`src/rtl/lcd_line_writer_pkg.sv`:
```
// Shared definitions for the HD44780 line writer: command bytes, FSM encodings
// and the helpers that map a sequence index onto the byte to send.
package lcd_line_writer_pkg;

  localparam logic [7:0] CMD_FUNC_SET = 8'h38;
  localparam logic [7:0] CMD_DISP_ON  = 8'h0C;
  localparam logic [7:0] CMD_CLEAR    = 8'h01;
  localparam logic [7:0] CMD_ENTRY    = 8'h06;
  localparam logic [7:0] CMD_LINE1    = 8'h80;
  localparam logic [7:0] CMD_LINE2    = 8'hC0;

  localparam int         CNT_W           = 22;
  localparam logic [5:0] INIT_LAST_IDX   = 6'd3;
  localparam logic [5:0] LINE2_IDX       = 6'd17;
  localparam logic [5:0] SCREEN_LAST_IDX = 6'd33;

  typedef enum logic [1:0] {
    MAIN_POWERUP = 2'd0,
    MAIN_INIT    = 2'd1,
    MAIN_IDLE    = 2'd2,
    MAIN_WRITE   = 2'd3
  } main_state_e;

  typedef enum logic [1:0] {
    BW_IDLE  = 2'd0,
    BW_SETUP = 2'd1,
    BW_PULSE = 2'd2,
    BW_WAIT  = 2'd3
  } bw_state_e;

  typedef struct packed {
    logic       rs;
    logic [7:0] data;
    logic       long_wait;
  } lcd_byte_t;

  function automatic lcd_byte_t init_entry(input logic [5:0] idx);
    lcd_byte_t e;
    e.rs        = 1'b0;
    e.long_wait = 1'b0;
    case (idx)
      6'd0:    e.data = CMD_FUNC_SET;
      6'd1:    e.data = CMD_DISP_ON;
      6'd2: begin
        e.data      = CMD_CLEAR;
        e.long_wait = 1'b1;
      end
      6'd3:    e.data = CMD_ENTRY;
      default: e.data = CMD_ENTRY;
    endcase
    return e;
  endfunction

  // Column 0 lives in the top byte of each line, so the slice walks downwards.
  function automatic lcd_byte_t screen_entry(input logic [5:0]   idx,
                                             input logic [127:0] top,
                                             input logic [127:0] bot);
    lcd_byte_t  e;
    logic [3:0] col_sel;
    e.rs        = 1'b1;
    e.long_wait = 1'b0;
    e.data      = 8'h00;
    col_sel     = 4'd0;
    if (idx == 6'd0) begin
      e.rs   = 1'b0;
      e.data = CMD_LINE1;
    end else if (idx < LINE2_IDX) begin
      col_sel = 4'(6'd16 - idx);
      e.data  = top[{col_sel, 3'b000} +: 8];
    end else if (idx == LINE2_IDX) begin
      e.rs   = 1'b0;
      e.data = CMD_LINE2;
    end else begin
      col_sel = 4'(6'd33 - idx);
      e.data  = bot[{col_sel, 3'b000} +: 8];
    end
    return e;
  endfunction

endpackage

```
`src/rtl/lcd_line_writer_byte.sv`:
```
// Single HD44780 bus write: setup, enable strobe, then execution wait.
// done is high during the final wait cycle so the next byte can start without a gap.
module lcd_byte_writer
  import lcd_line_writer_pkg::*;
#(
  parameter int SETUP_CYC = 2,
  parameter int PULSE_CYC = 25,
  parameter int EXEC_CYC  = 2500,
  parameter int CLEAR_CYC = 100000
) (
  input  logic       clk,
  input  logic       rst_n,
  input  logic       start,
  input  logic       rs,
  input  logic [7:0] data,
  input  logic       long_wait,
  output logic       lcd_regsel,
  output logic [7:0] lcd_data,
  output logic       lcd_enable,
  output logic       done
);

  localparam logic [CNT_W-1:0] SETUP_LAST = CNT_W'(SETUP_CYC - 1);
  localparam logic [CNT_W-1:0] PULSE_LAST = CNT_W'(PULSE_CYC - 1);
  localparam logic [CNT_W-1:0] EXEC_LAST  = CNT_W'(EXEC_CYC - 1);
  localparam logic [CNT_W-1:0] CLEAR_LAST = CNT_W'(CLEAR_CYC - 1);

  bw_state_e        state_q, state_d;
  logic [CNT_W-1:0] cnt_q, cnt_d;
  logic             rs_q, rs_d;
  logic [7:0]       data_q, data_d;
  logic             en_q, en_d;
  logic             long_q, long_d;
  logic             cnt_last_s;

  // State and datapath registers.
  always_ff @(posedge clk or negedge rst_n) begin
    if (!rst_n) begin
      state_q <= BW_IDLE;
      cnt_q   <= '0;
      rs_q    <= 1'b0;
      data_q  <= 8'h00;
      en_q    <= 1'b0;
      long_q  <= 1'b0;
    end else begin
      state_q <= state_d;
      cnt_q   <= cnt_d;
      rs_q    <= rs_d;
      data_q  <= data_d;
      en_q    <= en_d;
      long_q  <= long_d;
    end
  end

  // Terminal count for the phase currently in progress.
  always_comb begin
    cnt_last_s = 1'b0;
    case (state_q)
      BW_SETUP: cnt_last_s = (cnt_q == SETUP_LAST);
      BW_PULSE: cnt_last_s = (cnt_q == PULSE_LAST);
      BW_WAIT:  cnt_last_s = (cnt_q == (long_q ? CLEAR_LAST : EXEC_LAST));
      default:  cnt_last_s = 1'b0;
    endcase
  end

  // Phase sequencing.
  always_comb begin
    state_d = state_q;
    case (state_q)
      BW_IDLE:  state_d = start      ? BW_SETUP : BW_IDLE;
      BW_SETUP: state_d = cnt_last_s ? BW_PULSE : BW_SETUP;
      BW_PULSE: state_d = cnt_last_s ? BW_WAIT  : BW_PULSE;
      BW_WAIT:  state_d = cnt_last_s ? BW_IDLE  : BW_WAIT;
      default:  state_d = BW_IDLE;
    endcase
  end

  // Bus value is captured at start and held through the whole wait.
  always_comb begin
    rs_d   = rs_q;
    data_d = data_q;
    long_d = long_q;
    if (state_q == BW_IDLE && start) begin
      rs_d   = rs;
      data_d = data;
      long_d = long_wait;
    end else begin
      rs_d   = rs_q;
      data_d = data_q;
      long_d = long_q;
    end
    if (state_q == BW_IDLE || state_d != state_q) begin
      cnt_d = '0;
    end else begin
      cnt_d = cnt_q + CNT_W'(1);
    end
    en_d = (state_d == BW_PULSE);
  end

  assign done       = (state_q == BW_WAIT) && cnt_last_s;
  assign lcd_regsel = rs_q;
  assign lcd_data   = data_q;
  assign lcd_enable = en_q;

endmodule

```
`src/rtl/lcd_line_writer.sv`:
```
// HD44780 two-line character LCD driver: power-on init, then 34-byte screen
// refreshes on each accepted print request.
module lcd_line_writer
  import lcd_line_writer_pkg::*;
#(
  parameter int SETUP_CYC   = 2,
  parameter int PULSE_CYC   = 25,
  parameter int EXEC_CYC    = 2500,
  parameter int CLEAR_CYC   = 100000,
  parameter int POWERUP_CYC = 2000000
) (
  input  logic         clk,
  input  logic         reset,
  input  logic         print,
  input  logic [127:0] topline,
  input  logic [127:0] bottomline,
  output logic         available,
  output logic [7:0]   lcd_data,
  output logic         lcd_regsel,
  output logic         lcd_read,
  output logic         lcd_enable
);

  localparam logic [CNT_W-1:0] POWERUP_LAST = CNT_W'(POWERUP_CYC - 1);

  main_state_e      state_q, state_d;
  logic [5:0]       idx_q, idx_d;
  logic             busy_q, busy_d;
  logic [CNT_W-1:0] pu_cnt_q, pu_cnt_d;
  logic [127:0]     top_q, top_d;
  logic [127:0]     bot_q, bot_d;
  logic             avail_q, avail_d;

  lcd_byte_t        entry_s;
  logic             start_s;
  logic             bw_done_s;
  logic             last_idx_s;

  // Main sequencer registers.
  always_ff @(posedge clk or negedge reset) begin
    if (!reset) begin
      state_q  <= MAIN_POWERUP;
      idx_q    <= 6'd0;
      busy_q   <= 1'b0;
      pu_cnt_q <= '0;
      top_q    <= 128'd0;
      bot_q    <= 128'd0;
      avail_q  <= 1'b0;
    end else begin
      state_q  <= state_d;
      idx_q    <= idx_d;
      busy_q   <= busy_d;
      pu_cnt_q <= pu_cnt_d;
      top_q    <= top_d;
      bot_q    <= bot_d;
      avail_q  <= avail_d;
    end
  end

  // Main FSM transitions.
  always_comb begin
    state_d = state_q;
    case (state_q)
      MAIN_POWERUP: state_d = (pu_cnt_q == POWERUP_LAST) ? MAIN_INIT : MAIN_POWERUP;
      MAIN_INIT:    state_d = (bw_done_s && last_idx_s) ? MAIN_IDLE : MAIN_INIT;
      MAIN_IDLE:    state_d = print ? MAIN_WRITE : MAIN_IDLE;
      MAIN_WRITE:   state_d = (bw_done_s && last_idx_s) ? MAIN_IDLE : MAIN_WRITE;
      default:      state_d = MAIN_POWERUP;
    endcase
  end

  // Sequence bookkeeping, line shadowing and the byte handed to the writer.
  always_comb begin
    if (state_q == MAIN_INIT) begin
      entry_s    = init_entry(idx_q);
      last_idx_s = (idx_q == INIT_LAST_IDX);
    end else begin
      entry_s    = screen_entry(idx_q, top_q, bot_q);
      last_idx_s = (idx_q == SCREEN_LAST_IDX);
    end

    start_s = ((state_q == MAIN_INIT) || (state_q == MAIN_WRITE)) && !busy_q;

    if (start_s) begin
      busy_d = 1'b1;
    end else if (bw_done_s) begin
      busy_d = 1'b0;
    end else begin
      busy_d = busy_q;
    end

    if (bw_done_s) begin
      idx_d = last_idx_s ? 6'd0 : (idx_q + 6'd1);
    end else begin
      idx_d = idx_q;
    end

    if (state_q == MAIN_POWERUP) begin
      pu_cnt_d = pu_cnt_q + CNT_W'(1);
    end else begin
      pu_cnt_d = '0;
    end

    if (state_q == MAIN_IDLE && print) begin
      top_d = topline;
      bot_d = bottomline;
    end else begin
      top_d = top_q;
      bot_d = bot_q;
    end

    avail_d = (state_d == MAIN_IDLE);
  end

  lcd_byte_writer #(
    .SETUP_CYC (SETUP_CYC),
    .PULSE_CYC (PULSE_CYC),
    .EXEC_CYC  (EXEC_CYC),
    .CLEAR_CYC (CLEAR_CYC)
  ) u_byte_writer (
    .clk        (clk),
    .rst_n      (reset),
    .start      (start_s),
    .rs         (entry_s.rs),
    .data       (entry_s.data),
    .long_wait  (entry_s.long_wait),
    .lcd_regsel (lcd_regsel),
    .lcd_data   (lcd_data),
    .lcd_enable (lcd_enable),
    .done       (bw_done_s)
  );

  assign available = avail_q;
  assign lcd_read  = 1'b0;

endmodule

```
`config.mk`:
```
export PLATFORM = sky130hd
export DESIGN_NAME = lcd_line_writer
export DESIGN_NICKNAME = d
export VERILOG_FILES = /design/src/rtl/lcd_line_writer_pkg.sv /design/src/rtl/lcd_line_writer_byte.sv /design/src/rtl/lcd_line_writer.sv
export SDC_FILE = /design/constraint.sdc
export NUM_CORES = 1
export LEC_CHECK = 0
export CORE_MARGIN = 8
export CORE_UTILIZATION = 55
export CTS_BUF_LIST = sky130_fd_sc_hd__clkbuf_8
export DETAILED_ROUTE_END_ITERATION = 10
export GPL_TIMING_DRIVEN = 0
export PLACE_DENSITY = 0.83
export RECOVER_POWER = 25
export SYNTH_ARGS = -nofsm -noshare
export SYNTH_HDL_FRONTEND = slang
export SYNTH_SLANG_ARGS = --single-unit
```
`constraint.sdc`:
```
create_clock -name clk -period 4.5 [get_ports clk]
set_clock_uncertainty 0.15 [all_clocks]
set_input_delay 1.125 -clock clk [delete_from_list [all_inputs] [get_ports clk]]
set_output_delay 1.125 -clock clk [all_outputs]
set_load 0.03 [all_outputs]
```
* Word-level counts from Yosys, hierarchy flattened
Cells that the tools add are included.
** Word-level totals
- Register bits :: 323
- Latch bits :: 0
- Memory bits (writable) :: 0
- Memory bits (read-only) :: 0
- Input port bits :: 259
- Output and inout port bits :: 12
- Logic and storage cells :: 77
- Memories kept :: 0
** Cells by class
- $add $sub $neg :: 5
- Multipliers :: 0
- Div/mod/pow operators :: 0
- Magnitude comparators :: 1
- Eq/ne operators :: 18
- Shift-type cells :: 2
- Multiplexer cells :: 26
- Bitwise logic cells :: 0
- Reduce and logical (&&, ||, !) cells :: 12
** Operator list (count)
- 128-bit by 8-bit variable part select with 8-bit output :: 2
- 22-bit by 1-bit adder with 22-bit output (second input constant) :: 2
- 22-bit 2-to-1 mux :: 2
- 22-bit by 1-bit equality test with 1-bit output (second input constant) :: 1
- 22-bit by 21-bit equality test with 1-bit output (second input constant) :: 1
- 22-bit equality test :: 1
- 22-bit by 5-bit equality test with 1-bit output (second input constant) :: 1
- 6-bit case mux with 3 select lines :: 1
- 17-bit 2-to-1 mux :: 1
- 8-bit 2-to-1 mux :: 2
- 2-bit case mux with 4 select lines :: 2
- 2-bit equality test (second input constant) :: 6
- 6-bit by 2-bit equality test with 1-bit output (second input constant) :: 2
- 1-bit 2-to-1 mux :: 11
- 10-bit 2-to-1 mux :: 1
- 9-bit 2-to-1 mux :: 1
- 1-bit by 4-bit subtractor with 4-bit output (first input constant) :: 2
- 6-bit by 1-bit adder with 6-bit output (second input constant) :: 1
- 6-bit by 1-bit equality test with 1-bit output (second input constant) :: 1
- 6-bit by 5-bit equality test with 1-bit output (second input constant) :: 1
- 6-bit equality test (second input constant) :: 1
- 6-bit logical NOT :: 1
- 6-bit by 5-bit less-than comparator with 1-bit output (second input constant) :: 1
- 2-bit 2-to-1 mux :: 3
- 9 further kinds :: 16

* Depth between registers and ports, before layout
- Word-level depth :: 8
- Gate-level depth with buffers :: 13
- Depth with buffers taken out :: 7

* By module
Synthesis repeated with hierarchy kept, for this count alone.
** Unflattened totals
- Cells, all modules :: 1129
- Area total of the unflattened synthesis :: 15531.1 µm²
** Modules (own cells, without submodules)
- lcd_line_writer :: instances 1, cells each 931, area an instance 13611.8 µm², seq. area each 7206.9 µm²
- lcd_byte_writer :: instances 1, cells each 198, area an instance 1919.3 µm², seq. area each 875.8 µm²

* Least setup slack after synthesis
Ideal clock, no wire load.
- Kind :: reg-to-reg
- Start point :: register idx_q[0]
- End point :: register u_byte_writer.data_q[7], in the netlist u_byte_writer.lcd_data[7]
- Setup time :: 0.122 ns
- Arrival time :: 3.148 ns
- Data required time :: 4.228 ns
- Path slack :: 1.080 ns
- Stages on the path, launching flop included :: 13
- Buffers on the path :: 5
- Period minus slack after synthesis :: 3.420 ns
- Cell sequence :: dfrtp_1 > buf_6 > buf_2 > buf_2 > inv_1 > ha_1 > clkbuf_1 > clkbuf_1 > mux4_2 > mux2_2 > nor4_1 > a31oi_1 > a32o_1
** Between the ends
- Longest elaborated chain between the ends :: 6
- Elaborated cells on any way between the ends :: 11
- Classes of those cells :: add/sub (2); order compare (1); eq/ne (1); shift (2); mux (4); reduce/logical (1)
** Ends and longest elaborated chain
- start: declaration :: RTL line lcd_line_writer.sv:27 : logic [5:0] idx_q, idx_d;
- start signal: assignment :: RTL line lcd_line_writer.sv:51 : idx_q <= idx_d;
- 1-bit by 4-bit subtractor with 4-bit output :: RTL line lcd_line_writer_pkg.sv:74 : col_sel = 4'(6'd33 - idx);
- 128-bit by 8-bit variable part select with 8-bit output :: RTL line lcd_line_writer_pkg.sv:75 : e.data = bot[{col_sel, 3'b000} +: 8];
- 8-bit 2-to-1 mux :: RTL line lcd_line_writer_pkg.sv:70 : end else if (idx == LINE2_IDX) begin
- 8-bit 2-to-1 mux :: RTL line lcd_line_writer_pkg.sv:67 : end else if (idx < LINE2_IDX) begin
- 9-bit 2-to-1 mux (*) :: RTL line lcd_line_writer_pkg.sv:64 : if (idx == 6'd0) begin
- 10-bit 2-to-1 mux (*) :: RTL line lcd_line_writer.sv:74 : if (state_q == MAIN_INIT) begin
- end signal: assignment :: RTL line lcd_line_writer_byte.sv:49 : data_q <= data_d;
- end: declaration :: RTL line lcd_line_writer_byte.sv:31 : logic [7:0] data_q, data_d;
Every way passes the cells marked *; elsewhere a longest branch is shown, timed or not.
A chain may end at the register's enable or synchronous reset.

* Final worst setup path
- Start point :: register idx_q[1]
- End point :: register u_byte_writer.data_q[5], in the netlist u_byte_writer.lcd_data[5]
** Between the ends
- Longest elaborated chain between the ends :: 6
- Elaborated cells on any way between the ends :: 14
- Classes of those cells :: add/sub (2); order compare (1); eq/ne (3); shift (2); mux (5); reduce/logical (1)
** Ends and longest elaborated chain (RTL line)
- 1-bit by 4-bit subtractor with 4-bit output :: lcd_line_writer_pkg.sv:74
- 128-bit by 8-bit variable part select with 8-bit output :: lcd_line_writer_pkg.sv:75
- 8-bit 2-to-1 mux :: lcd_line_writer_pkg.sv:70
- 8-bit 2-to-1 mux :: lcd_line_writer_pkg.sv:67
- 9-bit 2-to-1 mux :: lcd_line_writer_pkg.sv:64
- 10-bit 2-to-1 mux (*) :: lcd_line_writer.sv:74
Marked as above.

==> run_results.csv <==
group,metric,value,unit
status,status,"finished with violations",
status,violations,"capacitance limit, slew limit",
drt,drt_first_iter_violations,837,
cells_and_area,seq_area,0.00808,sq mm
cells_and_area,fillers,1818,
floorplanning,core_area,0.0270,sq mm
floorplanning,start_util,56.0,%
sta,finalMaxSlewViolations,96,
cells_and_area,nets,1655,
logic_synthesis,avgSynthCellArea,14.2,sq um
hold_path,worstHoldEndpoint,"bot_q[26]",
floorplanning,pin_count,271,
cells_and_area,finish.utilization,71.6,%
worst_setup_path,path_cells,"buf_2 > buf_2 > buf_2 > inv_1 > ha_1 > clkbuf_1 > clkbuf_2 > buf_2 > mux4_2 > mux2i_1 > nand2_1 > o211ai_1 > a31oi_1",
sta,fin_crit,4.36,ns
worst_setup_path,worstSetupStartpoint,"idx_q[1]",
drt,finalWirelength,42600,um
worst_setup_path,critPathSlowestCell,"dfrtp_1",
global_routing,grt_pass1_wl,65500,um
hold_path,hold_path_class,"reg2reg",
worst_setup_path,cp.arrival,4.66,ns
global_routing,grtUsageTotal,25.7,%
cells_and_area,fin_cells,1773,
worst_setup_path,r2r_start,"idx_q[1]",
sta,rsz0062_at_grt,"false",
cts,cts_hold_buf,0,
global_routing,grt_overflow,0,
worst_setup_path,critical_path_class,"reg2reg",
logic_synthesis,synth_cell_types,60,
cts,insertion_delay,0.58,ns
cts,clockBufferDepth,3,
floorplanning,die_x,182,um
global_routing,grt_pass1_vias,11476,
logic_synthesis,yosysWarnings,0,
worst_setup_path,crit_fanout,10,
cts,tritoncts.num_buffers,54,
sta,fin_setup_tns,0,ns
placed_design,io_buffers,269,
logic_synthesis,synth-seq-cells,323,
placed_design,hpwl,31300,um
cells_and_area,drive_above_1_share,26.9,%
logic_synthesis,syn-instance-count,1062,
worst_setup_path,end_kind,"flop",
floorplanning,die_h,182,um
hold_path,hold_start,"bot_q[26]",
cts,cts_setup_buffers,0,
logic_synthesis,syn_nets,1329,
logic_synthesis,synth-edff-count,0,
drt,antenna_left,0,
global_routing,grt_max_degree,115,
sta,finalSetupViolations,0,
worst_setup_path,r2r_setup_slack,0.14,ns
global_routing,antenna_found_initial,12,
drt,via_per_inst,5.94,
worst_setup_path,path_buf_inv,7,
logic_synthesis,syn-cell-area,0.0151,sq mm
cells_and_area,multi_input_area,0.00662,sq mm
sta,finalCritPeriodShare,96.9,%
hold_path,hold_depth,1,
cts,cts_tree,"built",
cells_and_area,area_delta_synth_final,27.9,%
sta,worst_slew_pin_slew,2.62,ns
drt,avgRoutedWirePerCell,24.0,um
cts,clk_pin_slew,0.06,ns
placed_design,gp_congestion,0.872,
cts,numClockSinks,323,
pwr,p_leak,8.94,nW
logic_synthesis,ys.flop_type,"dfrtp_1",
pwr,p_per_area,295,mW/mm^2
sta,max_clock_freq,0.229,GHz
logic_synthesis,synth_async_sr_flop_share,100,%
cts,htreeDepth,2,
worst_setup_path,cp-start-kind,"flop",
drt,num_vias,10530,
worst_setup_path,critPathRequiredTime,4.80,ns
worst_setup_path,reg2reg_depth,13,
pwr,power,5.69,mW
sta,hold_viol_final,0,
pwr,vdd_drop_max,0.226,mV
worst_setup_path,cp_slowest_stage_delay,0.43,ns
floorplanning,die_area,0.0330,sq mm
worst_setup_path,crit_top_cell,"buf_2",
worst_setup_path,rr_endpoint,"u_byte_writer.lcd_data[5]",
drt,drc_errors,0,
placed_design,placedCellCount,1674,
worst_setup_path,cp_top_family,"buffers and inverters",
job,cap_violations,1,
drt,first_pass_iters,5,
cts,cts-root-buf,"clkbuf_8",
logic_synthesis,yosysSeqAreaShare,53.6,%
floorplanning,rows,60,
sta,relSlewSlack,-74.4,%
## metal layers
layer  track usage (%)  part of all wire [%]  vias to the layer above  wire, um
met5                 0                  0.10                        -        44
met4              11.1                   3.9                        8      1670
met3              6.19                   6.9                      107      2930
met2              41.9                    49                      449     20900
met1              32.6                    40                     5417     17100
li1                  -                     -                     4549         -
## final cells by class
type / count / area share [%]
antenna: 9 / 0.117
buffer: 69 / 1.69
clock buffer: 66 / 4.71
clock inverter: 25 / 0.577
inverter: 16 / 0.311
multi-input combinational: 653 / 34.3
sequential: 323 / 41.9
tap: 341 / 2.21
timing repair buffer: 271 / 14.2
## cells by family after synthesis
| group | synth area share, % |
|---|---|
| muxes | 31.1 |
| AOI/OAI and AO/OA | 2.54 |
| DFF | 53.6 |
| adders and majority gates | 0.664 |
| and+or+nand+nor | 6.81 |
| buffers and inverters | 2.55 |
| other | 0.0249 |
| xor gates and xnor gates | 2.77 |
## synthesized netlist by cell type (all sizes together) (7+ instances only)
| cell | number | area share [%] |
|---|---|---|
| ha | 8 | 0.66 |
| buf | 41 | 1.4 |
| nor3 | 14 | 0.53 |
| mux2 | 264 | 20 |
| mux4 | 71 | 11 |
| dfrtp | 323 | 54 |
| and3 | 8 | 0.33 |
| nor4 | 11 | 0.54 |
| nor2 | 64 | 1.6 |
| nand4 | 13 | 0.54 |
| nand2 | 38 | 0.95 |
| nand3 | 21 | 0.70 |
| xor2 | 23 | 1.4 |
| nor2b | 7 | 0.29 |
| a31oi | 7 | 0.29 |
| xnor2 | 23 | 1.3 |
| mux2i | 11 | 0.73 |
| inv | 16 | 0.40 |
| and2 | 7 | 0.29 |
| clkbuf | 29 | 0.72 |
## metrics by stage
step | hold WS, ns | setup WS, ns | area (sq um)
6_report | 0.333 | 0.141 | 19300
5_1_grt | 0.350 | 0.0228 | 19300
4_1_cts | 0.336 | 0.0578 | 19300
3_5_place_dp | 0.323 | -0.326 | 18300
3_3_place_gp | 0.312 | -11.62 | 18200
2_1_floorplan | 0.302 | 1.08 | 15100
## what timing repair did
action                     CTS  global route
gates cloned                 0             0
gates resized for setup      3             1
hold endpoints to repair     0             0
setup endpoints to repair    7             4
## sequential cells by signal, indices dropped and copies added, names as in the netlist, 2 cells and up
signal / count
pu_cnt_q: 22
u_byte_writer.state_q: 2
u_byte_writer.cnt_q: 22
top_q: 128
state_q: 2
bot_q: 128
idx_q: 6
u_byte_writer.lcd_data: 8
## cells in the final DEF (no fill, tap or decap), drive strengths merged, types with 8 or more instances in the layout
cell type | synthesis | final
clkdlybuf4s50 | 0 | 268
mux4 | 71 | 71
dfrtp | 323 | 323
mux2i | 11 | 11
buf | 41 | 41
and3 | 8 | 8
clkbuf | 29 | 97
ha | 8 | 8
xnor2 | 23 | 23
nand3 | 21 | 21
nor2 | 64 | 64
diode | 0 | 9
nand4 | 13 | 13
inv | 16 | 37
xor2 | 23 | 23
mux2 | 264 | 264
nor3 | 14 | 14
nor4 | 11 | 11
nand2 | 38 | 38
## report_power, final
part | total, mW | internal, mW | leakage, nW | switching, mW
Clock | 2.47 | 1.31 | 0.597 | 1.16
Combinational | 0.308 | 0.202 | 3.88 | 0.106
Sequential | 2.91 | 2.91 | 4.46 | 0
## worst max path at each step
stage | cells after the start | slack, ns | end
floorplan | 12 | 1.08 | u_byte_writer.lcd_data[7]
finish | 13 | 0.14 | u_byte_writer.lcd_data[5]
global placement | 1 | -11.62 | top_q[64]
global route | 13 | 0.02 | u_byte_writer.lcd_data[0]
detailed placement | 13 | -0.33 | u_byte_writer.lcd_data[0]
CTS | 11 | 0.06 | u_byte_writer.lcd_data[5]
No activity file was read; power rests on OpenSTA's default activity.
